[src/rtl/conv_pool_quant.sv]
// Pooling/requantization stage behind the 1-D convolution core: optional ReLU,
// non-overlapping max-pool over POOL_N samples, floor shift and saturation to OUT_W.
module conv_pool_quant #(
  parameter int IN_W    = 21,
  parameter int OUT_W   = 8,
  parameter int CONV_N  = 97,
  parameter int POOL_N  = 2,
  parameter int SHIFT   = 8,
  parameter bit RELU_EN = 1'b1
) (
  input  logic                    clk,
  input  logic                    reset,
  input  logic                    s_valid_y,
  output logic                    s_ready_y,
  input  logic signed [IN_W-1:0]  s_data_in_y,
  output logic                    m_valid_z,
  input  logic                    m_ready_z,
  output logic signed [OUT_W-1:0] m_data_out_z,
  output logic                    m_last_z
);

  localparam int WIN_W = (POOL_N > 1) ? $clog2(POOL_N) : 1;
  localparam int FRM_W = (CONV_N > 1) ? $clog2(CONV_N) : 1;
  localparam logic [WIN_W-1:0] WIN_LAST = WIN_W'(POOL_N - 1);
  localparam logic [FRM_W-1:0] FRM_LAST = FRM_W'(CONV_N - 1);
  localparam logic signed [IN_W-1:0] SAT_HI = IN_W'((2 ** (OUT_W - 1)) - 1);
  localparam logic signed [IN_W-1:0] SAT_LO = IN_W'(-(2 ** (OUT_W - 1)));

  logic [WIN_W-1:0]        win_cnt_q, win_cnt_d;
  logic [FRM_W-1:0]        frame_cnt_q, frame_cnt_d;
  logic signed [IN_W-1:0]  max_q, max_d;
  logic                    valid_q, valid_d;
  logic signed [OUT_W-1:0] data_q, data_d;
  logic                    last_q, last_d;

  logic                    accept, xfer, frame_end, close;
  logic signed [IN_W-1:0]  relu_v, pool_m, shifted;
  logic signed [OUT_W-1:0] sat_v;

  // Single output register: a new sample may enter whenever that register is
  // empty or is being drained in this same cycle.
  assign s_ready_y = !valid_q || m_ready_z;
  assign accept    = s_valid_y && s_ready_y;
  assign xfer      = valid_q && m_ready_z;
  assign frame_end = (frame_cnt_q == FRM_LAST);
  // The last sample of a frame closes its window even when the window is partial.
  assign close     = (win_cnt_q == WIN_LAST) || frame_end;

  always_comb begin : datapath
    relu_v  = (RELU_EN && s_data_in_y[IN_W-1]) ? '0 : s_data_in_y;
    pool_m  = ((win_cnt_q == '0) || (relu_v > max_q)) ? relu_v : max_q;
    shifted = pool_m >>> SHIFT;
    if (shifted > SAT_HI) begin
      sat_v = SAT_HI[OUT_W-1:0];
    end else if (shifted < SAT_LO) begin
      sat_v = SAT_LO[OUT_W-1:0];
    end else begin
      sat_v = shifted[OUT_W-1:0];
    end
  end

  always_comb begin : next_state
    // NOTE: every _d gets a hold default first so no path leaves it unassigned (no latch).
    win_cnt_d   = win_cnt_q;
    frame_cnt_d = frame_cnt_q;
    max_d       = max_q;
    valid_d     = valid_q;
    data_d      = data_q;
    last_d      = last_q;

    if (xfer) begin
      valid_d = 1'b0;
    end

    if (accept) begin
      frame_cnt_d = frame_end ? '0 : frame_cnt_q + 1'b1;
      if (close) begin
        // Overrides the drain above, so back-to-back results leave no bubble.
        data_d    = sat_v;
        last_d    = frame_end;
        valid_d   = 1'b1;
        win_cnt_d = '0;
      end else begin
        max_d     = pool_m;
        win_cnt_d = win_cnt_q + 1'b1;
      end
    end
  end

  always_ff @(posedge clk) begin
    // NOTE: state registers use non-blocking assignment so all of them update together.
    if (reset) begin
      win_cnt_q   <= '0;
      frame_cnt_q <= '0;
      max_q       <= '0;
      valid_q     <= 1'b0;
      data_q      <= '0;
      last_q      <= 1'b0;
    end else begin
      win_cnt_q   <= win_cnt_d;
      frame_cnt_q <= frame_cnt_d;
      max_q       <= max_d;
      valid_q     <= valid_d;
      data_q      <= data_d;
      last_q      <= last_d;
    end
  end

  assign m_valid_z    = valid_q;
  assign m_data_out_z = data_q;
  assign m_last_z     = last_q;

endmodule

[config.mk]
export PLATFORM = sky130hd
export DESIGN_NAME = conv_pool_quant
export DESIGN_NICKNAME = d
export VERILOG_FILES = /design/src/rtl/conv_pool_quant.sv
export SDC_FILE = /design/constraint.sdc
export NUM_CORES = 1
export LEC_CHECK = 0
export ABC_AREA = 0
export CORE_MARGIN = 4
export CORE_UTILIZATION = 53
export DETAILED_ROUTE_END_ITERATION = 8
export PLACE_DENSITY = 0.79
export SYNTH_ARGS = -nofsm -noshare
export SYNTH_HDL_FRONTEND = slang
export SYNTH_SLANG_ARGS = --single-unit
[constraint.sdc]
create_clock -name clk -period 3.5 [get_ports clk]
set_clock_uncertainty 0.2 [all_clocks]
set_input_delay 0.35 -clock clk [delete_from_list [all_inputs] [get_ports clk]]
set_output_delay 0.35 -clock clk [all_outputs]
set_load 0.05 [all_outputs]
==> flow_metrics.env, run 1 <==
export IMPL_status="completed"
export IMPL_cts_buffers=5
export IMPL_start_util=0.552
export IMPL_worstSetupStartpointType="input port"
export IMPL_syn_mean_instance_area_um2=7.75
export IMPL_slew_violations=0
export IMPL_portBuffers=35
export IMPL_grt_max_degree=22
export IMPL_finalCritPeriodShare=0.865
export IMPL_worst_hold_slack_ns=0.255
export IMPL_utilization=0.683
export IMPL_die_height_um=72.8
export IMPL_gp_congestion=0.866
export IMPL_ios=36
export IMPL_cap_violations=0
export IMPL_cts_tree="done"
export IMPL_yosys_warnings=0
export IMPL_cts_root_buf="clkbuf_8"
export IMPL_cts_sinks=39
export IMPL_end_kind="flop"
export IMPL_synth_cell_types=36
export IMPL_cts_buffer_depth=2
export IMPL_rows=23
export IMPL_path_class="input port to flop"
export IMPL_overflow=0
export IMPL_die_area_mm2=0.00530
export IMPL_tightest_slew_ns=0.761
export IMPL_grt_pass1_vias=1916
export IMPL_slew_headroom=0.493
export IMPL_leakagePower_nw=1.08
export IMPL_syn_nets=334
export IMPL_layout_min_cycle_time_ns=3.03
export IMPL_ant_nets=0
export IMPL_final_nets=367
export IMPL_synth_seq_cells=39
export IMPL_hold_viol=0
export IMPL_vdd_drop_max_mv=0.221
export IMPL_p_total_mw=1.13
export IMPL_syn_area_mm2=0.00222
export IMPL_wire_per_inst_um=12.9
export IMPL_drive_gt1_frac=0.0561
export IMPL_syn_to_final_growth_pct=23.8
export IMPL_hold_path_class="flop to flop"
export IMPL_drtIter0Drc=146
export IMPL_hpwl_um=3540
export IMPL_drc_errors=0
export IMPL_vias=2024
export IMPL_wl_um=4770
export IMPL_worstSkewPairLatency_ns=0.30
export IMPL_crit_path_max_fanout=11
export IMPL_vias_per_cell=5.46
export IMPL_fin_tns_setup_ns=0
export IMPL_cts_htree_levels=2
export IMPL_crit_chain="clkdlybuf4s50_1 -> buf_4 -> nand2b_1 -> inv_1 -> ha_1 -> and4_1 -> nand4_1 -> nor3_1 -> nand2_1 -> o21ai_0 -> a221oi_1"
export IMPL_die_w_um=72.8
export IMPL_firstDrtPassIters=4
export IMPL_rsz0062_at_grt="false"
export IMPL_cpMaxStageDelayCell="clkdlybuf4s50_1"
export IMPL_path_clk_slew_ns=0.08
export IMPL_holdBufCountCts=0
export IMPL_setup_viol=0
export IMPL_synthCells=287
export IMPL_cp_required_ns=3.47
export IMPL_grt_usage=0.196
export IMPL_core_area_mm2=0.00403
export IMPL_grt_pass1_wl_um=8100
export IMPL_cts_setup_buffers=0
export IMPL_synth_seq_area_share=0.351
export IMPL_cts_resized=0
export IMPL_p_per_area_mw_per_mm2=412
export IMPL_slowest_delay_ns=0.69
export IMPL_timing_fmax_mhz=330
export IMPL_num_antenna_cells=0
export IMPL_antenna_found_initial=0
export IMPL_cp_arrival_ns=2.99
## power by group
group | internal, mW | leakage [nW] | total, mW | switching (mW)
clock network | 0.284 | 0.0644 | 0.451 | 0.167
registers | 0.462 | 0.317 | 0.475 | 0.0133
logic | 0.0927 | 0.701 | 0.208 | 0.115
total | 0.839 | 1.08 | 1.13 | 0.295
## registers in the layout (all words and copies together) (netlist names)
register / flops
win_cnt_q: 1
m_valid_z: 1
max_q: 21
m_last_z: 1
frame_cnt_q: 7
m_data_out_z: 8
## path summary, 6_finish.rpt
path | start | cells past startpoint | to | slack, ns
min | max_q[5] | 2 | max_q[5] | 0.25
min reg2reg | max_q[5] | 2 | max_q[5] | 0.25
max reg2reg | max_q[14] | 8 | m_data_out_z[0] | 1.04
max | s_data_in_y[20] | 11 | m_data_out_z[0] | 0.47
## logic make-up (layout without fill, tap and decap cells)
| family | Yosys count | count (layout) | synth area share |
|---|---|---|---|
| and+or+nand+nor | 105 | 105 | 0.240 |
| AOI/OAI and AO/OA | 70 | 70 | 0.189 |
| buffers and inverters | 47 | 81 | 0.0805 |
| DFF | 39 | 39 | 0.351 |
| adders and majority gates | 22 | 22 | 0.124 |
| xor gates and xnor gates | 4 | 4 | 0.0158 |
## critical path: cells and delay by family
kind,cells,cell delay [ns]
AND/OR/NAND/NOR,5,1.00
buffers and inverters,3,0.99
AO/OA/AOI/OAI,2,0.36
adder cells (fa/ha/maj),1,0.28
## synth_stat cells
cell type  count  share of area
nand2_1       53          0.089
a21oi_1       41          0.092
dfxtp_1       39           0.35
inv_1         35          0.059
ha_1          22           0.12
nor2b_1       12          0.034
nand2b_1      11          0.031
o21ai_0       11          0.025
clkbuf_1       9          0.015
a221oi_1       7          0.028
nor2_1         5         0.0084
a21o_1         4          0.014
nand4_1        4          0.011
nor3_1         4         0.0090
or3_1          3         0.0084
xor2_1         3          0.012
a211o_1        2         0.0079
and4_1         2         0.0079
buf_2          2         0.0045
nand3_1        2         0.0045
a211oi_2       1         0.0056
a21oi_2        1         0.0039
a221o_1        1         0.0045
a41o_1         1         0.0045
and2_1         1         0.0028
and2_2         1         0.0034
and3b_1        1         0.0039
and4_2         1         0.0045
and4b_1        1         0.0045
buf_1          1         0.0017
nand3b_1       1         0.0034
nand4bb_1      1         0.0051
nor3b_1        1         0.0034
nor3b_2        1         0.0056
o21ai_2        1         0.0039
xnor2_1        1         0.0039
## cell usage in the layout, fill, tap and decap left out, drive strengths merged, types with 2 or more instances in the layout
master and count:
a211o 2, a21o 4, a21oi 42, a221oi 7, and2 2, and4 3
buf 3, bufinv 2, clkbuf 5, clkdlybuf4s50 35, dfxtp 39, ha 22
inv 35, nand2 53, nand2b 11, nand3 2, nand4 4, nor2 5
nor2b 12, nor3 4, nor3b 2, o21ai 12, or3 3, xor2 3
## per-layer routing
layer,GRT usage,share of wire
met4,0.0902,0.025
met3,0.0441,0.057
met5,0,0
met1,0.229,0.43
met2,0.338,0.49
## per-stage QoR
step / area (um2) / std cells / setup WS [ns]
2_1_floorplan: 2220 / 287 / 0.870
3_3_place_gp: 2620 / 363 / 0.271
3_5_place_dp: 2620 / 363 / 0.200
4_1_cts: 2750 / 371 / 0.488
5_1_grt: 2750 / 371 / 0.220
6_report: 2750 / 371 / 0.474
## cell type report
class | count | area (um2)
repair buffers | 38 | 373
multi-input cells | 201 | 1270
inverters | 35 | 131
clock inverters | 3 | 67.6
fillers | 350 | 1280
well taps | 50 | 62.6
clock buffers | 5 | 68.8
flip-flops and latches | 39 | 781
Power figures use the tool's default switching activity.
==> inputs of run 2 (changes only) <==
- CTS_CLUSTER_SIZE: default -> 30
- SLEW_MARGIN: default -> 20
==> results of run 2 <==
The final DEF is identical to that of run 1; final timing and power are the same.
